### config.mk
export PLATFORM = sky130hd
export DESIGN_NAME = bsg_mcl_axil_host_master_flat
export DESIGN_NICKNAME = d
export VERILOG_FILES = /design/src/rtl/bsg_mcl_host_pkg.sv /design/src/rtl/bsg_mcl_axil_host_master_if.sv /design/src/rtl/bsg_mcl_axil_beat.sv /design/src/rtl/bsg_mcl_axil_host_master.sv /design/src/flat_wrapper.sv
export SDC_FILE = /design/constraint.sdc
export NUM_CORES = 1
export LEC_CHECK = 0
export BUFFER_PORTS_ARGS = -buffer_cell sky130_fd_sc_hd__buf_2
export CORE_ASPECT_RATIO = 1.25
export CORE_UTILIZATION = 48
export CTS_BUF_LIST = sky130_fd_sc_hd__clkbuf_4 sky130_fd_sc_hd__clkbuf_8 sky130_fd_sc_hd__clkbuf_16
export CTS_CLUSTER_DIAMETER = 100
export CTS_CLUSTER_SIZE = 12
export DETAILED_ROUTE_END_ITERATION = 12
export GPL_ROUTABILITY_DRIVEN = 0
export PLACE_DENSITY = 0.84
export SETUP_SLACK_MARGIN = 0.5
export SLEW_MARGIN = 15
export SYNTH_ARGS = -nofsm -noshare
export SYNTH_HDL_FRONTEND = slang
export SYNTH_HIERARCHICAL = 1
export SYNTH_SLANG_ARGS = --single-unit
### constraint.sdc
create_clock -name clk_i -period 7.67 [get_ports clk_i]
set_input_delay 0.767 -clock clk_i [delete_from_list [all_inputs] [get_ports clk_i]]
set_output_delay 0.767 -clock clk_i [all_outputs]
set_load 0.01 [all_outputs]
### src/rtl/bsg_mcl_host_pkg.sv
// Register map, FSM state encoding and packet geometry shared by the manycore-link AXI-Lite host master.
package bsg_mcl_host_pkg;

  localparam int unsigned words_per_pkt_lp = 4;
  localparam int unsigned slot_bytes_lp    = 16;

  localparam logic [31:0] tx_vacancy_off_lp = 32'h0;
  localparam logic [31:0] tx_data_off_lp    = 32'h4;
  localparam logic [31:0] rx_occupancy_off_lp = 32'h8;
  localparam logic [31:0] rx_data_off_lp    = 32'hC;

  typedef enum logic [2:0] {
    e_idle,
    e_tx_poll,
    e_tx_write,
    e_rx_poll,
    e_rx_read,
    e_rx_hold
  } host_state_e;

  function automatic logic [31:0] slot_base(input logic [31:0] base, input int unsigned slot);
    return base + 32'(slot * slot_bytes_lp);
  endfunction

endpackage

### src/rtl/bsg_mcl_axil_host_master_if.sv
// AXI-Lite bus between the host master and the manycore-link slave.
interface bsg_mcl_axil_host_master_if;
  logic [31:0] awaddr;
  logic        awvalid;
  logic        awready;
  logic [31:0] wdata;
  logic [3:0]  wstrb;
  logic        wvalid;
  logic        wready;
  logic [1:0]  bresp;
  logic        bvalid;
  logic        bready;
  logic [31:0] araddr;
  logic        arvalid;
  logic        arready;
  logic [31:0] rdata;
  logic [1:0]  rresp;
  logic        rvalid;
  logic        rready;

  modport master (
    output awaddr, awvalid, wdata, wstrb, wvalid, bready, araddr, arvalid, rready,
    input  awready, wready, bresp, bvalid, arready, rdata, rresp, rvalid
  );

  modport slave (
    input  awaddr, awvalid, wdata, wstrb, wvalid, bready, araddr, arvalid, rready,
    output awready, wready, bresp, bvalid, arready, rdata, rresp, rvalid
  );
endinterface

### src/rtl/bsg_mcl_axil_beat.sv
// One AXI-Lite read or write beat: request registered on start_i, done_o pulses with the B/R handshake.
// AW and W drop independently on their own handshakes; B/R ready only once the request phases are complete.
module bsg_mcl_axil_beat (
  input  logic        clk_i,
  input  logic        reset_i,
  input  logic        start_i,
  input  logic        we_i,
  input  logic        abort_i,
  input  logic [31:0] addr_i,
  input  logic [31:0] wdata_i,
  output logic        busy_o,
  output logic        done_o,
  output logic        err_o,
  output logic [31:0] rdata_o,
  bsg_mcl_axil_host_master_if.master axil
);

  logic        aw_pend, w_pend, b_pend, ar_pend, r_pend;
  logic [31:0] addr_r, wdata_r;
  logic        aw_hs, w_hs, b_hs, ar_hs, r_hs;

  assign aw_hs = axil.awvalid & axil.awready;
  assign w_hs  = axil.wvalid  & axil.wready;
  assign b_hs  = axil.bvalid  & axil.bready;
  assign ar_hs = axil.arvalid & axil.arready;
  assign r_hs  = axil.rvalid  & axil.rready;

  always_ff @(posedge clk_i or posedge reset_i) begin
    if (reset_i) begin
      aw_pend <= 1'b0;
      w_pend  <= 1'b0;
      b_pend  <= 1'b0;
      ar_pend <= 1'b0;
      r_pend  <= 1'b0;
      addr_r  <= '0;
      wdata_r <= '0;
    end else if (abort_i) begin
      aw_pend <= 1'b0;
      w_pend  <= 1'b0;
      b_pend  <= 1'b0;
      ar_pend <= 1'b0;
      r_pend  <= 1'b0;
    end else if (start_i) begin
      addr_r  <= addr_i;
      wdata_r <= wdata_i;
      aw_pend <= we_i;
      w_pend  <= we_i;
      b_pend  <= we_i;
      ar_pend <= ~we_i;
      r_pend  <= ~we_i;
    end else begin
      if (aw_hs) aw_pend <= 1'b0;
      if (w_hs)  w_pend  <= 1'b0;
      if (b_hs)  b_pend  <= 1'b0;
      if (ar_hs) ar_pend <= 1'b0;
      if (r_hs)  r_pend  <= 1'b0;
    end
  end

  assign axil.awaddr  = addr_r;
  assign axil.awvalid = aw_pend;
  assign axil.wdata   = wdata_r;
  assign axil.wstrb   = {4{w_pend}};
  assign axil.wvalid  = w_pend;
  assign axil.bready  = b_pend & ~aw_pend & ~w_pend;
  assign axil.araddr  = addr_r;
  assign axil.arvalid = ar_pend;
  assign axil.rready  = r_pend & ~ar_pend;

  assign busy_o  = aw_pend | w_pend | b_pend | ar_pend | r_pend;
  assign done_o  = b_hs | r_hs;
  assign err_o   = (b_hs & (axil.bresp != 2'b00)) | (r_hs & (axil.rresp != 2'b00));
  assign rdata_o = axil.rdata;

endmodule

### src/rtl/bsg_mcl_axil_host_master.sv
// Moves 128-bit packets between a valid/ready host port and a manycore-link AXI-Lite FIFO slot (optional watchdog: BSG_MCL_HOST_TIMEOUT_EN).
// One AXI beat in flight at a time; TX accepts a packet only after the slot reports room for a full packet, RX holds until yumi.
module bsg_mcl_axil_host_master
  import bsg_mcl_host_pkg::*;
#(
  parameter logic [31:0] axil_base_addr_p = 32'h0000_0000,
  parameter int          slot_p           = 0,
  parameter int          timeout_p        = 1024
) (
  input  logic         clk_i,
  input  logic         reset_i,
  input  logic         tx_v_i,
  input  logic [127:0] tx_data_i,
  output logic         tx_ready_o,
  output logic         rx_v_o,
  output logic [127:0] rx_data_o,
  input  logic         rx_yumi_i,
  output logic         err_o,
  bsg_mcl_axil_host_master_if.master axil
);

  localparam logic [31:0] slot_base_lp = slot_base(axil_base_addr_p, slot_p);

  host_state_e  state_r, state_n;
  logic         prio_rx_r;
  logic [1:0]   beat_r;
  logic         tx_first_r;
  logic [127:0] tx_data_r, rx_data_r;
  logic         err_r;

  logic         beat_start, beat_we, beat_busy, beat_done, beat_err;
  logic [31:0]  beat_addr, beat_wdata, beat_rdata;
  logic         tmo;

  bsg_mcl_axil_beat beat (
    .clk_i   (clk_i),
    .reset_i (reset_i),
    .start_i (beat_start),
    .we_i    (beat_we),
    .abort_i (tmo),
    .addr_i  (beat_addr),
    .wdata_i (beat_wdata),
    .busy_o  (beat_busy),
    .done_o  (beat_done),
    .err_o   (beat_err),
    .rdata_o (beat_rdata),
    .axil    (axil)
  );

`ifdef BSG_MCL_HOST_TIMEOUT_EN
  localparam int tmo_w_lp = $clog2(timeout_p + 1);
  logic [tmo_w_lp-1:0] tmo_cnt_r;
  logic                any_hs;

  assign any_hs = (axil.awvalid & axil.awready) | (axil.wvalid & axil.wready)
                | (axil.bvalid & axil.bready)   | (axil.arvalid & axil.arready)
                | (axil.rvalid & axil.rready);
  assign tmo = beat_busy & ~any_hs & (tmo_cnt_r == tmo_w_lp'(timeout_p - 1));

  always_ff @(posedge clk_i or posedge reset_i) begin
    if (reset_i)                        tmo_cnt_r <= '0;
    else if (!beat_busy || any_hs || tmo) tmo_cnt_r <= '0;
    else                                tmo_cnt_r <= tmo_cnt_r + 1'b1;
  end
`else
  assign tmo = 1'b0;
`endif

  always_comb begin
    state_n    = state_r;
    beat_start = 1'b0;
    beat_we    = 1'b0;
    beat_addr  = slot_base_lp + tx_vacancy_off_lp;
    beat_wdata = tx_data_r[{beat_r, 5'd0} +: 32];
    case (state_r)
      e_idle: state_n = (tx_v_i && !prio_rx_r) ? e_tx_poll : e_rx_poll;
      e_tx_poll: begin
        beat_start = ~beat_busy;
        if (beat_done) state_n = (beat_rdata >= 32'(words_per_pkt_lp)) ? e_tx_write : e_idle;
      end
      // The first TX_WRITE cycle is the packet handshake; beats start once the data is latched.
      e_tx_write: begin
        beat_we    = 1'b1;
        beat_addr  = slot_base_lp + tx_data_off_lp;
        beat_start = ~tx_first_r & ~beat_busy;
        if (beat_done && beat_r == 2'd3) state_n = e_idle;
      end
      e_rx_poll: begin
        beat_addr  = slot_base_lp + rx_occupancy_off_lp;
        beat_start = ~beat_busy;
        if (beat_done) state_n = (beat_rdata != 32'd0) ? e_rx_read : e_idle;
      end
      e_rx_read: begin
        beat_addr  = slot_base_lp + rx_data_off_lp;
        beat_start = ~beat_busy;
        if (beat_done && beat_r == 2'd3) state_n = e_rx_hold;
      end
      e_rx_hold: if (rx_yumi_i) state_n = e_idle;
      default:   state_n = e_idle;
    endcase
    if (tmo) begin
      state_n    = e_idle;
      beat_start = 1'b0;
    end
  end

  always_ff @(posedge clk_i or posedge reset_i) begin
    if (reset_i) begin
      state_r    <= e_idle;
      prio_rx_r  <= 1'b0;
      beat_r     <= 2'd0;
      tx_first_r <= 1'b0;
      tx_data_r  <= '0;
      rx_data_r  <= '0;
      err_r      <= 1'b0;
    end else begin
      state_r    <= state_n;
      tx_first_r <= (state_n == e_tx_write) && (state_r != e_tx_write);
      if (beat_err || tmo) err_r <= 1'b1;
      if (tx_first_r) tx_data_r <= tx_data_i;
      // Whichever direction is picked from IDLE yields the next tie to the other one.
      if (state_r == e_idle) prio_rx_r <= (state_n == e_tx_poll);
      if (state_r == e_rx_read && beat_done) rx_data_r[{beat_r, 5'd0} +: 32] <= beat_rdata;
      if (tmo) beat_r <= 2'd0;
      else if (beat_done && (state_r == e_tx_write || state_r == e_rx_read)) beat_r <= beat_r + 2'd1;
    end
  end

  assign tx_ready_o = tx_first_r;
  assign rx_v_o     = (state_r == e_rx_hold);
  assign rx_data_o  = rx_data_r;
  assign err_o      = err_r;

endmodule

### src/flat_wrapper.sv
// flat-port wrapper written by rule: the top's interface ports become plain ports
module bsg_mcl_axil_host_master_flat import bsg_mcl_host_pkg::*;
#(
  parameter logic [31:0] axil_base_addr_p = 32'h0000_0000,
  parameter int          slot_p           = 0,
  parameter int          timeout_p        = 1024
)
  (clk_i, reset_i, tx_v_i, tx_data_i, tx_ready_o, rx_v_o, rx_data_o, rx_yumi_i, err_o, axil_awaddr, axil_awvalid, axil_wdata, axil_wstrb, axil_wvalid, axil_bready, axil_araddr, axil_arvalid, axil_rready, axil_awready, axil_wready, axil_bresp, axil_bvalid, axil_arready, axil_rdata, axil_rresp, axil_rvalid);
  bsg_mcl_axil_host_master_if axil_i ();
  input  logic clk_i;
  input  logic reset_i;
  input  logic tx_v_i;
  input  logic [127:0] tx_data_i;
  output logic tx_ready_o;
  output logic rx_v_o;
  output logic [127:0] rx_data_o;
  input  logic rx_yumi_i;
  output logic err_o;
  output wire logic [$bits(axil_i.awaddr)-1:0] axil_awaddr;
  output wire logic [$bits(axil_i.awvalid)-1:0] axil_awvalid;
  output wire logic [$bits(axil_i.wdata)-1:0] axil_wdata;
  output wire logic [$bits(axil_i.wstrb)-1:0] axil_wstrb;
  output wire logic [$bits(axil_i.wvalid)-1:0] axil_wvalid;
  output wire logic [$bits(axil_i.bready)-1:0] axil_bready;
  output wire logic [$bits(axil_i.araddr)-1:0] axil_araddr;
  output wire logic [$bits(axil_i.arvalid)-1:0] axil_arvalid;
  output wire logic [$bits(axil_i.rready)-1:0] axil_rready;
  input wire logic [$bits(axil_i.awready)-1:0] axil_awready;
  input wire logic [$bits(axil_i.wready)-1:0] axil_wready;
  input wire logic [$bits(axil_i.bresp)-1:0] axil_bresp;
  input wire logic [$bits(axil_i.bvalid)-1:0] axil_bvalid;
  input wire logic [$bits(axil_i.arready)-1:0] axil_arready;
  input wire logic [$bits(axil_i.rdata)-1:0] axil_rdata;
  input wire logic [$bits(axil_i.rresp)-1:0] axil_rresp;
  input wire logic [$bits(axil_i.rvalid)-1:0] axil_rvalid;
  assign axil_awaddr = axil_i.awaddr;
  assign axil_awvalid = axil_i.awvalid;
  assign axil_wdata = axil_i.wdata;
  assign axil_wstrb = axil_i.wstrb;
  assign axil_wvalid = axil_i.wvalid;
  assign axil_bready = axil_i.bready;
  assign axil_araddr = axil_i.araddr;
  assign axil_arvalid = axil_i.arvalid;
  assign axil_rready = axil_i.rready;
  assign axil_i.awready = axil_awready;
  assign axil_i.wready = axil_wready;
  assign axil_i.bresp = axil_bresp;
  assign axil_i.bvalid = axil_bvalid;
  assign axil_i.arready = axil_arready;
  assign axil_i.rdata = axil_rdata;
  assign axil_i.rresp = axil_rresp;
  assign axil_i.rvalid = axil_rvalid;
  bsg_mcl_axil_host_master #(.axil_base_addr_p(axil_base_addr_p), .slot_p(slot_p), .timeout_p(timeout_p)) u_core (.clk_i(clk_i), .reset_i(reset_i), .tx_v_i(tx_v_i), .tx_data_i(tx_data_i), .tx_ready_o(tx_ready_o), .rx_v_o(rx_v_o), .rx_data_o(rx_data_o), .rx_yumi_i(rx_yumi_i), .err_o(err_o), .axil(axil_i));
endmodule
# == After elaboration in Yosys (flattened, before gate mapping) ==
# Cells that the tools add are included.
# totals
word_cells,92
input_bits,173
register_bits,333
out_inout_bits,236
# classes
shifts,3
add_sub_neg,2
muxes,23
bitwise,23
n_reduce_logical,17
n_eq_ne,9
n_lt_le_gt_ge,1
# op_table
operator,n
bitwise mux 128 bit,1
"variable shift 32 x 9 -> 128 bit, first input constant",1
indexed part select 128 x 8 -> 32 bit,1
indexed part select 32 x 9 -> 128 bit,1
"greater-or-equal comparator 32 x 3 -> 1 bit, second input constant",1
nonzero test 32 bit,1
two-way mux 3 bit,6
case mux 3 bit (6 select lines),1
nonzero test 2 bit,7
case mux 4 bit (3 select lines),1
bitwise AND 1 bit,11
two-way mux 1 bit,11
"== test 3 x 2 -> 1 bit, second input constant",3
negator 7 -> 9 bit,1
"== test 3 x 1 -> 1 bit, second input constant",2
"== test 3 bit, second input constant",2
inverter 1 bit,6
OR 1 bit,6
logical AND 1 bit,5
two-way mux 2 bit,2
logical NOT 3 bit,1
"!= test 3 x 2 -> 1 bit, second input constant",1
OR reduction 3 bit,1
"adder 2 x 1 -> 2 bit, second input constant",1
other kinds (4),4

# == Depth between registers and ports, before layout ==
# Gate-level depths: netlist of the first run.
# depth
word_depth,10
ltp_mapped,9
depth_no_buf,6

# == By module ==
# Netlist of the first run, hierarchy kept.
# modules_own_cells
module,area_each_um2,cells_per_inst,instances
bsg_mcl_axil_host_master,11248.3,936,1
bsg_mcl_axil_beat,3494.6,234,1

# == Least setup slack after synthesis of the first run ==
# No wires, ideal clock.
# synth_path
path_kind,flip-flop to flip-flop
start,register u_core.beat_r[1]
end,register u_core.rx_data_r[41] (netlist: u_core/rx_data_o[41])
n_path_buf,3
setup_ns,0.076
arrival_time_ns,2.012
t_required_ns,7.594
synth_period_minus_slack_ns,2.088
path_stages_with_launch,9
slack_ns,5.582
cell_sequence,dfrtp_1 buf_2 buf_1 inv_1 ha_1 nor3b_4 buf_2 nand2_1 o21ai_1
# synth_between
elab_chain_cells,3
word_cells_on_any_way,4
classes_between,add/sub: 1; shift: 2; mux: 1
# synth_lines
item,line,text
"start, declared",bsg_mcl_axil_host_master.sv:26,logic [1:0] beat_r;
"start signal, assigned",bsg_mcl_axil_host_master.sv:125,else if (beat_done && (state_r == e_tx_write || state_r == e_rx_read)) beat_r <= beat_r + 2'd1;
negator 7 -> 9 bit *,bsg_mcl_axil_host_master.sv:123,"if (state_r == e_rx_read && beat_done) rx_data_r[{beat_r, 5'd0} +: 32] <= beat_rdata;"
indexed part select 32 x 9 -> 128 bit or variable shift 32 x 9 -> 128 bit (tied branches),bsg_mcl_axil_host_master.sv:123,
bitwise mux 128 bit *,bsg_mcl_axil_host_master.sv:123,
"end signal, assigned by index",bsg_mcl_axil_host_master.sv:123,
"end, declared",bsg_mcl_axil_host_master.sv:28,"logic [127:0] tx_data_r, rx_data_r;"
# Mark *: on every way between the ends. The rest lies on a longest branch, timed or not.
# A chain may end at the register's enable or synchronous reset.

# == Worst setup path after layout of the first run ==
# layout_path
start,register u_core.tx_first_r (netlist: u_core/tx_ready_o)
end,register u_core.beat.addr_r[21] (netlist: u_core/beat/axil.araddr[21])
# layout_between
elab_chain_cells,3
# layout_lines
item,line,text
"start, declared",bsg_mcl_axil_host_master.sv:27,logic tx_first_r;
"start signal, assigned",bsg_mcl_axil_host_master.sv:118,tx_first_r <= (state_n == e_tx_write) && (state_r != e_tx_write);
inverter 1 bit,bsg_mcl_axil_host_master.sv:85,beat_start = ~tx_first_r & ~beat_busy;
bitwise AND 1 bit,bsg_mcl_axil_host_master.sv:85,
case mux 1 bit (2 select lines),bsg_mcl_axil_host_master.sv:75,case (state_r)
net u_core.beat_start,bsg_mcl_axil_host_master.sv:31,"logic beat_start, beat_we, beat_busy, beat_done, beat_err;"
"end signal, assigned",bsg_mcl_axil_beat.sv:44,addr_r <= addr_i;
"end, declared",bsg_mcl_axil_beat.sv:19,"logic [31:0] addr_r, wdata_r;"
# The timed path passes the listed nets, and every way through them passes these cells.

==> metrics.log, run 1 <==
[metrics] number of library cell types mapped by synthesis: 48
[metrics] Setup CP Type: flop to flop
[metrics] number of cell instances on the worst register-to-register path: 7
[metrics] Starting Density: 0.490
[metrics] detailed-route wire length per cell: 18.7 um
[metrics] Nets: 1694
[metrics] antenna violation net count after detailed routing: 0
[metrics] overall fraction of global-route tracks in use: 0.228
[metrics] deepest level of the CTS H-tree: 1
[metrics] largest fanout on the critical path: 58
[metrics] number of post-CTS setup repair buffers: 0
[metrics] number of cells produced by synthesis: 1170
[metrics] final worst clock skew: 0.0129 ns
[metrics] Setup Total Neg Slack: 0 ns
[metrics] setup repair after global routing missed its margin: no
[metrics] core area: 0.0301 mm2
[metrics] delay contributed by the slowest stage of the critical path: 0.89 ns
[metrics] commonest cells after routing, fill and taps aside: sky130_fd_sc_hd__buf_2 (408), sky130_fd_sc_hd__dfrtp_1 (331), sky130_fd_sc_hd__nand2_1 (262)
[metrics] endpoint class of the critical path: flop
[metrics] maximum resistive drop on vdd: 0.228 mV
[metrics] TritonCTS Buffers: 31
[metrics] TritonCTS clock tree: yes
[metrics] number of placed cells counting well taps: 1884
[metrics] critical register-to-register path endpoint: u_core/beat/axil.araddr[21]
[metrics] y dimension of the die: 198 um
[metrics] clock-pin slew on the worst setup and hold paths: 0.06 ns
[metrics] clock latency of the later-clocked register in the worst-skew pair: 0.57 ns
[metrics] first-pass GRT wire length: 56.6 mm
[metrics] part of the cycle the worst path needs: 0.451
[metrics] fin area: 0.0173 mm2
[metrics] synthesis-stage register bit count: 333
[metrics] Placement Rows: 71
[metrics] non-filler instance count after layout: 1924
[metrics] maximum number of pins on one net before global-route repair: 83
[metrics] ratio of cells with drive above 1 in the final layout: 0.468
[metrics] highest clock frequency the design can meet: 289 MHz
[metrics] I/O Buffers: 408
[metrics] slew at the pin closest to its max-slew limit: 1.11 ns
[metrics] post-synthesis cell area: 0.0147 mm2
[metrics] count of unresolved DRC violations after routing: 0
[metrics] Detail Placement HPWL: 25.2 mm
[metrics] final count of hold timing violations: 0
[metrics] Area Growth Syn to Fin: 17.4%
[metrics] most used flip-flop cell after synthesis: sky130_fd_sc_hd__dfrtp_1
[metrics] leakage power of the design: 8.69 nW
[metrics] category of the worst setup path launch point: flop
[metrics] worst endpoint required time: 8.11 ns
[metrics] area post-placement: 0.0165 mm2
[metrics] cts-stage hold buffer count: 0
[metrics] arrival time reported for the critical path endpoint: 3.90 ns
[metrics] Detailed Routing Iterations Pass 1: 5
[metrics] number of flops mapped to enable cells by yosys: 0
[metrics] slowest stage cell, crit path: sky130_fd_sc_hd__buf_4
[metrics] Max clock buf depth: 3
[metrics] leftover overflow at the end of global routing: 0
[metrics] sequential element share of the synthesized area: 0.565
[metrics] vias after detailed routing: 9991
[metrics] Min-Delay Path Class: input pin to async pin
[metrics] via count of the first global-routing pass: 10400
[metrics] Mapped Avg Cell Area: 12.6 um2
[metrics] cells traversed along the worst timing path: inv_1, a21oi_1, o22a_1, nor2_1, nor2b_4, buf_4, mux2_2
[metrics] width of the die: 159 um
[metrics] MaxCap Viol Count: 0
[metrics] sink count of the clock tree: 333
[metrics] Async S/R FF share, synth: 1.00
[metrics] Starting DRT DRC Count: 670
[metrics] Vias/cell: 5.19
[metrics] Post-Route Utilization: 0.575
[metrics] Resize count post-CTS: 0
[metrics] result of the run: completed
[metrics] Final Max Slew Viols: 0
[metrics] minimum clock period: 3.46 ns
[metrics] normalized max-slew margin: 0.258
[metrics] power per standard cell area: 342 mW/mm2
[metrics] most common library cell in the layout ignoring fill and taps: sky130_fd_sc_hd__buf_2
[metrics] Worst R2R Start: u_core/tx_ready_o
[metrics] initial antenna violation count: 8
[metrics] area enclosed by the die boundary: 0.0314 mm2
[metrics] register-to-register setup slack: 4.21 ns
[metrics] boundary pin count: 409
[metrics] total wirelength of the detailed-routed design: 36.0 mm
[metrics] CTS Root Cell: sky130_fd_sc_hd__clkbuf_16
[metrics] setup violators final: 0
[metrics] count of yosys warnings during synthesis: 6
cell type report:
type                       instances  area [um2]
antenna                            6        15.0
clock buffer                      32         783
clock inverter                     2        13.8
fill                            2431       12800
inverter                           8        37.5
multi-input combinational        721        5480
sequential                       333        8340
tap                              401         502
timing repair buffer             421        2140
Yosys cell counts, types with 4 or more instances:
cell	instances	area (um2)
sky130_fd_sc_hd__o21ai_0	8	40.0
sky130_fd_sc_hd__mux2_4	60	901
sky130_fd_sc_hd__a21oi_1	8	40.0
sky130_fd_sc_hd__o21ai_1	112	561
sky130_fd_sc_hd__mux2_2	133	1500
sky130_fd_sc_hd__o21ai_2	10	87.6
sky130_fd_sc_hd__mux4_2	32	721
sky130_fd_sc_hd__buf_4	78	586
sky130_fd_sc_hd__clkbuf_1	4	15.0
sky130_fd_sc_hd__buf_2	42	210
sky130_fd_sc_hd__nor4_1	8	50.1
sky130_fd_sc_hd__nor2_1	11	41.3
sky130_fd_sc_hd__buf_6	5	56.3
sky130_fd_sc_hd__buf_12	7	140
sky130_fd_sc_hd__inv_1	7	26.3
sky130_fd_sc_hd__dfrtp_1	333	8330
sky130_fd_sc_hd__nand2_1	262	983
sky130_fd_sc_hd__ha_1	5	62.6
worst max-delay path, delay by kind of cell, from the launching register on:
family,cells,cell delay [ns]
AOI/OAI and AO/OA,2,0.28
muxes,1,0.44
and+or+nand+nor,2,0.78
buffers and inverters,2,1.04
DFF,1,0.73
state kept, by name, indices dropped and copies added, names as in the netlist, 2 cells and up:
name / flops
u_core/beat/axil.araddr: 32
u_core/beat/axil.wdata: 32
u_core/state_r: 3
u_core/rx_data_o: 128
u_core/beat_r: 2
u_core/tx_data_r: 128
per-stage QoR:
step           power (mW)  worst slack, ns  hold slack, ns
2_1_floorplan        4.20             3.42           0.475
3_3_place_gp         4.50             4.33           0.457
3_5_place_dp         4.62             4.21           0.460
4_1_cts              5.96             4.19           0.242
5_1_grt              6.21             4.01           0.275
6_report             5.91             4.21           0.252
power breakdown:
part           internal [mW]  leakage, nW  switching, mW
clock                  0.713        0.395          0.614
combinational           1.10         3.86          0.963
sequential              2.21         4.44          0.312
layer usage:
metal	up-vias	share of wire	track usage
met1	4923	0.38	0.272
met4	4	0.042	0.110
met2	398	0.51	0.393
li1	4566	-	-
met5	-	0.00061	0
met3	100	0.067	0.0480
cell families after synthesis:
group,share of synthesized area
simple gates,0.0923
fa+ha+maj,0.00424
compound gates,0.0541
buf+inv,0.0710
xor+xnor,0.000594
other cells,0.000254
mux,0.212
flops,0.565
worst max path at each step:
stage / from / end / slack (ns)
after floorplan: reset_i / u_core/beat_r[0] / 3.42
after global placement: u_core/tx_ready_o / u_core/beat/axil.araddr[24] / 4.33
after detailed placement: u_core/tx_ready_o / u_core/beat/axil.araddr[21] / 4.21
after CTS: u_core/tx_ready_o / u_core/beat/axil.araddr[21] / 4.19
after global routing: u_core/tx_ready_o / u_core/beat/axil.araddr[21] / 4.01
final: u_core/tx_ready_o / u_core/beat/axil.araddr[21] / 4.21
No activity file was read; power rests on OpenSTA's default activity.
==> run 2, diff against run 1 <==
Settings changed: CORE_UTILIZATION 48 to 53, PLACE_DENSITY 0.84 to 0.88.
Clock period 7.67 ns to 3.5 ns, I/O delays scaled along.
==> run 2 against run 1 <==
The run now ends with negative hold slack left. Largest cell class unchanged. Sequential power grew 120%. Non-clock buffer count grew 2. Critical endpoint is now u_core/rx_data_o[56]. Largest power group unchanged. Routed wire length rose by 0.60%. Combinational power is 120% higher. Setup slack got worse by 3.4 ns.
==> metrics.log, run 2 (synthesis gave the netlist of run 1 again) <==
[metrics] Vias/cell: 5.37 (was 5.19)
[metrics] number of post-CTS setup repair buffers: 0 (unchanged)
[metrics] via count of the first global-routing pass: 10700 (was 10400)
[metrics] cts-stage hold buffer count: 0 (unchanged)
[metrics] leftover overflow at the end of global routing: 0 (unchanged)
[metrics] Min-Delay Path Class: input pin to async pin (unchanged)
[metrics] clock-pin slew on the worst setup and hold paths: 0.07 ns (was 0.06 ns)
[metrics] area post-placement: 0.0165 mm2 (about the same)
[metrics] result of the run: finished with violations (was completed)
[metrics] area enclosed by the die boundary: 0.0285 mm2 (was 0.0314 mm2)
[metrics] deepest level of the CTS H-tree: 1 (unchanged)
[metrics] category of the worst setup path launch point: flop (unchanged)
[metrics] Nets: 1696 (was 1694)
[metrics] number of cell instances on the worst register-to-register path: 6 (was 7)
[metrics] maximum number of pins on one net before global-route repair: 120 (was 83)
[metrics] final count of hold timing violations: 4 (was 0)
[metrics] detailed-route wire length per cell: 19.4 um (was 18.7 um)
[metrics] boundary pin count: 409 (unchanged)
[metrics] Resize count post-CTS: 0 (unchanged)
[metrics] most common library cell in the layout ignoring fill and taps: sky130_fd_sc_hd__buf_2 (unchanged)
[metrics] clock latency of the later-clocked register in the worst-skew pair: 0.55 ns (was 0.57 ns)
[metrics] Post-Route Utilization: 0.639 (was 0.575)
[metrics] count of unresolved DRC violations after routing: 0 (unchanged)
[metrics] first-pass GRT wire length: 56.8 mm (was 56.6 mm)
[metrics] Max clock buf depth: 3 (unchanged)
[metrics] overall fraction of global-route tracks in use: 0.257 (was 0.228)
[metrics] worst endpoint required time: 3.87 ns (was 8.11 ns)
[metrics] hold slack: -0.0135 ns (was 0.252 ns)
[metrics] commonest cells after routing, fill and taps aside: sky130_fd_sc_hd__buf_2 (408), sky130_fd_sc_hd__dfrtp_1 (330), sky130_fd_sc_hd__nand2_1 (262) (was sky130_fd_sc_hd__buf_2 (408), sky130_fd_sc_hd__dfrtp_1 (331), sky130_fd_sc_hd__nand2_1 (262))
[metrics] highest clock frequency the design can meet: 370 MHz (was 289 MHz)
[metrics] Worst setup startpoint: u_core/beat/axil.wvalid (was u_core/tx_ready_o)
[metrics] maximum resistive drop on vdd: 0.521 mV (was 0.228 mV)
[metrics] Detail Placement HPWL: 25.3 mm (was 25.2 mm)
[metrics] delay contributed by the slowest stage of the critical path: 0.67 ns (was 0.89 ns)
[metrics] CTS Root Cell: sky130_fd_sc_hd__clkbuf_16 (unchanged)
[metrics] ratio of cells with drive above 1 in the final layout: 0.469 (was 0.468)
[metrics] Final Max Slew Viols: 0 (unchanged)
[metrics] normalized max-slew margin: 0.284 (was 0.258)
[metrics] Area Growth Syn to Fin: 17.3% (was 17.4%)
[metrics] cells traversed along the worst timing path: nand4bb_1, nand2_1, and4bb_1, nand2_2, nand2_1, o21ai_1 (was inv_1, a21oi_1, o22a_1, nor2_1, nor2b_4, buf_4, mux2_2)
[metrics] total wirelength of the detailed-routed design: 36.2 mm (was 36.0 mm)
[metrics] MaxCap Viol Count: 0 (unchanged)
[metrics] minimum clock period: 2.70 ns (was 3.46 ns)
[metrics] Worst R2R Start: u_core/beat/axil.wvalid (was u_core/tx_ready_o)
[metrics] fin area: 0.0173 mm2 (about the same)
[metrics] critical path's most frequent cell: sky130_fd_sc_hd__nand2_1
[metrics] Starting DRT DRC Count: 457 (was 670)
[metrics] setup violators final: 0 (unchanged)
[metrics] TritonCTS clock tree: yes (unchanged)
[metrics] TritonCTS Buffers: 31 (unchanged)
[metrics] antenna violation net count after detailed routing: 0 (unchanged)
[metrics] y dimension of the die: 188 um (was 198 um)
[metrics] vias after detailed routing: 10000 (was 9991)
[metrics] width of the die: 151 um (was 159 um)
[metrics] sink count of the clock tree: 333 (unchanged)
[metrics] slew at the pin closest to its max-slew limit: 1.07 ns (was 1.11 ns)
[metrics] I/O Buffers: 408 (unchanged)
[metrics] setup repair after global routing missed its margin: no (unchanged)
[metrics] Detailed Routing Iterations Pass 1: 5 (unchanged)
[metrics] largest fanout on the critical path: 64 (was 58)
[metrics] arrival time reported for the critical path endpoint: 3.07 ns (was 3.90 ns)
[metrics] final worst clock skew: 0.0119 ns (was 0.0129 ns)
[metrics] Starting Density: 0.544 (was 0.490)
[metrics] failing checks: negative hold slack
[metrics] part of the cycle the worst path needs: 0.772 (was 0.451)
[metrics] Setup Total Neg Slack: 0 ns (unchanged)
[metrics] Setup CP Type: flop to flop (unchanged)
[metrics] core area: 0.0271 mm2 (was 0.0301 mm2)
[metrics] power per standard cell area: 751 mW/mm2 (was 342 mW/mm2)
[metrics] endpoint class of the critical path: flop (unchanged)
[metrics] Placement Rows: 67 (was 71)
[metrics] leakage power of the design: 8.71 nW (was 8.69 nW)
[metrics] initial antenna violation count: 8 (unchanged)
[metrics] slowest stage cell, crit path: sky130_fd_sc_hd__nand2_2 (was sky130_fd_sc_hd__buf_4)
## run 2: cell count changes in the layout (fill, tap and decap cells not counted), sizes merged
| cell | previous run | this run |
|---|---|---|
| diode | 6 | 7 |
| buf | 421 | 423 |
| inv | 7 | 6 |
## run 2: cell type report
class | count | area, um2
clock inverters | 1 | 5.00
repair buffers | 423 | 2200
inverters | 8 | 37.5
clock buffers | 32 | 783
flip-flops and latches | 333 | 8340
well taps | 345 | 432
fillers | 2001 | 9780
diodes | 7 | 17.5
multi-input cells | 721 | 5480
## run 2: worst paths after layout
path / slack (ns) / end
setup / recovery: 0.80 / u_core/rx_data_o[56]
hold / removal: -0.01 / u_core/beat/axil.araddr[2]
setup reg to reg: 0.80 / u_core/rx_data_o[56]
hold reg to reg: 0.48 / u_core/rx_data_o[95]
max in group asynchronous: 2.68 / u_core/beat/axil.araddr[20]
min in group clk_i: 0.03 / u_core/tx_data_r[31]
## run 2: per-layer routing
metal,vias up,track usage,wire length [um]
met2,416,0.445,18800
li1,4569,-,-
met4,4,0.110,1460
met1,4957,0.304,13400
met3,98,0.0542,2510
met5,-,0,27
## run 2: worst max-delay path: cells and delay by family (launching register included)
kind	cells	cell delay (ns)
compound gates	1	0.11
flops	1	0.45
simple gates	5	1.93
## run 2: report_power, final
part / leakage (nW) / total [mW] / switching (mW) / internal, mW
Combinational: 3.89 / 4.58 / 2.14 / 2.44
Clock: 0.391 / 2.89 / 1.33 / 1.56
Sequential: 4.44 / 5.52 / 0.672 / 4.84
Total: 8.71 / 13.0 / 4.15 / 8.84
## run 2: stage by stage
step                      instances  setup slack [ns]  power (mW)
after floorplan                1200            -0.334        9.21
after global placement         1830              1.03        9.92
after detailed placement       1830             0.888        10.1
after CTS                      1863             0.844        13.1
after global routing           1870             0.544        13.7
final                          1870             0.799        13.0
==> run 3, diff against run 2 <==
Settings changed: ABC_AREA set to 1, CORE_UTILIZATION 53 to 48, PLACE_DENSITY 0.88 to 0.84.
Clock period 3.5 ns to 2.4 ns, I/O delays scaled along.
==> run 3 against run 2 <==
Sequential power rose by 57%. Power rose by 68%. Clock skew rose by 0.0049 ns. Via count rose by 49%. The run now ends clean. Largest power group is now combinational logic. Non-clock buffer count rose by 197. Combinational power rose by 94%. Setup slack got worse by 0.32 ns. Area after synthesis rose by 1.5%. Design area rose by 14%. Global-route usage rose by 5.6 points. Highest routed layer is now met4. First-iteration DRC count rose to 3.7 times the previous value.
==> metrics.log, run 3 <==
[metrics] result of the run: completed (was finished with violations)
[metrics] Vias/cell: 5.54 (was 5.37)
[metrics] number of flops mapped to enable cells by yosys: 0 (unchanged)
[metrics] final count of hold timing violations: 0 (was 4)
[metrics] y dimension of the die: 199 um (was 188 um)
[metrics] deepest level of the CTS H-tree: 1 (unchanged)
[metrics] arrival time reported for the critical path endpoint: 2.42 ns (was 3.07 ns)
[metrics] leading cell types by total area after synthesis: sky130_fd_sc_hd__dfrtp_1 (56%), sky130_fd_sc_hd__nand2_1 (19%), sky130_fd_sc_hd__o21ai_0 (4.2%), sky130_fd_sc_hd__buf_4 (4.1%), sky130_fd_sc_hd__nand3_1 (4.0%) (was sky130_fd_sc_hd__dfrtp_1 (57%), sky130_fd_sc_hd__mux2_2 (10%), sky130_fd_sc_hd__nand2_1 (6.7%), sky130_fd_sc_hd__mux2_4 (6.1%), sky130_fd_sc_hd__mux4_2 (4.9%))
[metrics] clock latency of the later-clocked register in the worst-skew pair: 0.57 ns (was 0.55 ns)
[metrics] antenna violation net count after detailed routing: 0 (unchanged)
[metrics] slew at the pin closest to its max-slew limit: 0.700 ns (was 1.07 ns)
[metrics] TritonCTS Buffers: 31 (unchanged)
[metrics] largest fanout on the critical path: 26 (was 64)
[metrics] boundary pin count: 409 (unchanged)
[metrics] ratio of cells with drive above 1 in the final layout: 0.231 (was 0.469)
[metrics] synthesis-stage register bit count: 333 (unchanged)
[metrics] I/O Buffers: 408 (unchanged)
[metrics] final worst clock skew: 0.0168 ns (was 0.0119 ns)
[metrics] worst endpoint required time: 2.90 ns (was 3.87 ns)
[metrics] MaxCap Viol Count: 0 (unchanged)
[metrics] part of the cycle the worst path needs: 0.798 (was 0.772)
[metrics] total wirelength of the detailed-routed design: 51.6 mm (was 36.2 mm)
[metrics] maximum resistive drop on vdd: 0.881 mV (was 0.521 mV)
[metrics] endpoint class of the critical path: flop (unchanged)
[metrics] CTS Root Cell: sky130_fd_sc_hd__clkbuf_16 (unchanged)
[metrics] setup repair after global routing missed its margin: yes (was no)
[metrics] count of yosys warnings during synthesis: 6 (unchanged)
[metrics] Starting Density: 0.493 (was 0.544)
[metrics] Final Max Slew Viols: 0 (unchanged)
[metrics] Nets: 2483 (was 1696)
[metrics] overall fraction of global-route tracks in use: 0.313 (was 0.257)
[metrics] number of cell instances on the worst register-to-register path: 9 (was 6)
[metrics] core area: 0.0304 mm2 (was 0.0271 mm2)
[metrics] portion of synthesized cell area occupied by the leading cell type: 0.557 (was 0.565)
[metrics] most used flip-flop cell after synthesis: sky130_fd_sc_hd__dfrtp_1 (unchanged)
[metrics] width of the die: 160 um (was 151 um)
[metrics] commonest cells after routing, fill and taps aside: sky130_fd_sc_hd__nand2_1 (766), sky130_fd_sc_hd__buf_2 (408), sky130_fd_sc_hd__dfrtp_1 (328) (was sky130_fd_sc_hd__buf_2 (408), sky130_fd_sc_hd__dfrtp_1 (330), sky130_fd_sc_hd__nand2_1 (262))
[metrics] maximum number of pins on one net before global-route repair: 101 (was 120)
[metrics] Placement Rows: 71 (was 67)
[metrics] category of the worst setup path launch point: flop (unchanged)
[metrics] total power consumption of the routed design: 21.9 mW (was 13.0 mW)
[metrics] minimum clock period: 1.92 ns (was 2.70 ns)
[metrics] biggest area consumer among synthesized cells: sky130_fd_sc_hd__dfrtp_1 (unchanged)
[metrics] sink count of the clock tree: 333 (unchanged)
[metrics] number of cells produced by synthesis: 1799 (was 1170)
[metrics] Starting DRT DRC Count: 1674 (was 457)
[metrics] leakage power of the design: 11.0 nW (was 8.71 nW)
[metrics] Detailed Routing Iterations Pass 1: 6 (was 5)
[metrics] Area Growth Syn to Fin: 31.6% (was 17.3%)
[metrics] power per standard cell area: 1110 mW/mm2 (was 751 mW/mm2)
[metrics] leftover overflow at the end of global routing: 0 (unchanged)
[metrics] initial antenna violation count: 2 (was 8)
[metrics] fin area: 0.0197 mm2 (was 0.0173 mm2)
[metrics] count of unresolved DRC violations after routing: 0 (unchanged)
[metrics] Min-Delay Path Class: input pin to flop (was input pin to async pin)
[metrics] area enclosed by the die boundary: 0.0319 mm2 (was 0.0285 mm2)
[metrics] TritonCTS clock tree: yes (unchanged)
[metrics] first-pass GRT wire length: 78.8 mm (was 56.8 mm)
[metrics] area post-placement: 0.0169 mm2 (was 0.0165 mm2)
[metrics] most common library cell in the layout ignoring fill and taps: sky130_fd_sc_hd__nand2_1 (was sky130_fd_sc_hd__buf_2)
[metrics] leading cell types by count after synthesis: sky130_fd_sc_hd__nand2_1 (768), sky130_fd_sc_hd__dfrtp_1 (333), sky130_fd_sc_hd__o21ai_0 (125) (was sky130_fd_sc_hd__dfrtp_1 (333), sky130_fd_sc_hd__nand2_1 (262), sky130_fd_sc_hd__mux2_2 (133))
[metrics] detailed-route wire length per cell: 19.0 um (was 19.4 um)
[metrics] number of library cell types mapped by synthesis: 32 (was 48)
[metrics] instance count along the most critical hold path: 3
[metrics] post-synthesis cell area: 0.0150 mm2 (was 0.0147 mm2)
[metrics] highest clock frequency the design can meet: 522 MHz (was 370 MHz)
[metrics] via count of the first global-routing pass: 15100 (was 10700)
[metrics] Setup CP Type: flop to flop (unchanged)
[metrics] clock-pin slew on the worst setup and hold paths: 0.06 ns (was 0.07 ns)
[metrics] setup violators final: 0 (unchanged)
[metrics] Mapped Avg Cell Area: 8.32 um2 (was 12.6 um2)
[metrics] Async S/R FF share, synth: 1.00 (unchanged)
[metrics] normalized max-slew margin: 0.534 (was 0.284)
[metrics] Max clock buf depth: 3 (unchanged)
[metrics] most common cell in the synthesized netlist: sky130_fd_sc_hd__nand2_1 (was sky130_fd_sc_hd__dfrtp_1)
[metrics] vias after detailed routing: 15000 (was 10000)
[metrics] sequential element share of the synthesized area: 0.557 (was 0.565)
[metrics] Detail Placement HPWL: 30.3 mm (was 25.3 mm)
==> run 3: changes by cell type after synthesis, sizes merged, moves of 30 or more <==
cell | before | now
mux4 | 32 | 0
o21ai | 130 | 181
nand2 | 266 | 770
nand3 | 1 | 122
inv | 8 | 42
o22ai | 2 | 32
nor2 | 11 | 98
mux2 | 193 | 0
clkbuf | 4 | 52
==> run 3: path summary, 6_finish.rpt <==
check                                  startpoint              endpoint  slack [ns]
worst max-delay path            u_core/state_r[2]    u_core/beat/r_pend        0.48
worst min-delay path               axil_rdata[11]  u_core/rx_data_o[75]        0.03
worst max register to register  u_core/state_r[2]    u_core/beat/r_pend        0.48
worst min register to register       u_core/err_o          u_core/err_o        0.47
max in group asynchronous                 reset_i  u_core/rx_data_o[88]        1.30
min in group asynchronous                 reset_i  u_core/rx_data_o[71]        0.25
==> run 3: layout make-up <==
type	instances	area, um2
antenna	2	5.00
clock buffer	32	783
clock inverter	2	13.8
fill	2333	10700
inverter	42	188
multi-input combinational	1277	5550
sequential	333	8340
tap	401	502
timing repair buffer	620	4300
==> run 3: timing repair <==
item,in CTS,in global routing
gates resized for setup,18,31
hold buffers,165,0
endpoints found under the hold margin,253,0
cloned,1,4
setup buffers,6,3
endpoints found under the setup margin,179,148
pin swaps,3,8
==> run 3: through the flow <==
step	setup TNS (ns)	worst slack [ns]	cells	hold slack [ns]	util
6_report	0	0.484	2709	0.0256	0.648
3_5_place_dp	0	0.288	2494	0.269	0.556
3_3_place_gp	0	0.380	2494	0.260	0.556
4_1_cts	0	0.480	2700	0.00132	0.641
5_1_grt	0	0.394	2709	0.0292	0.648
2_1_floorplan	-349.41	-1.32	1831	0.352	-
==> run 3: report_power, final <==
part | switching [mW] | internal, mW | leakage (nW)
registers | 1.24 | 7.43 | 4.24
clock network | 2.01 | 2.28 | 0.395
logic | 5.77 | 3.12 | 6.38
==> run 3: cells by family after synthesis <==
| family | share of synthesized area |
|---|---|
| flops | 0.557 |
| xor+xnor | 0.000585 |
| simple gates | 0.276 |
| compound gates | 0.0757 |
| other cells | 0.000251 |
| buf+inv | 0.0863 |
| fa+ha+maj | 0.00418 |
==> run 3: worst max-delay path: stages (launching register included) <==
cell                      delay (ns)
sky130_fd_sc_hd__dfrtp_2        0.49
sky130_fd_sc_hd__inv_2          0.12
sky130_fd_sc_hd__nand2_2        0.09
sky130_fd_sc_hd__o21ai_2        0.16
sky130_fd_sc_hd__a21oi_1        0.08
sky130_fd_sc_hd__a21oi_2        0.24
sky130_fd_sc_hd__nand2_4        0.12
sky130_fd_sc_hd__buf_6          0.20
sky130_fd_sc_hd__or2_1          0.26
sky130_fd_sc_hd__nand2_1        0.08
==> run 3: layer usage <==
layer  wire length (um)  global-route usage  vias to the layer above
met1              18700               0.366                     7113
li1                   -                   -                     6624
met3               4800              0.0546                      167
met2              26000               0.561                     1106
met5                  0                   0                        -
met4               2110               0.142                        0
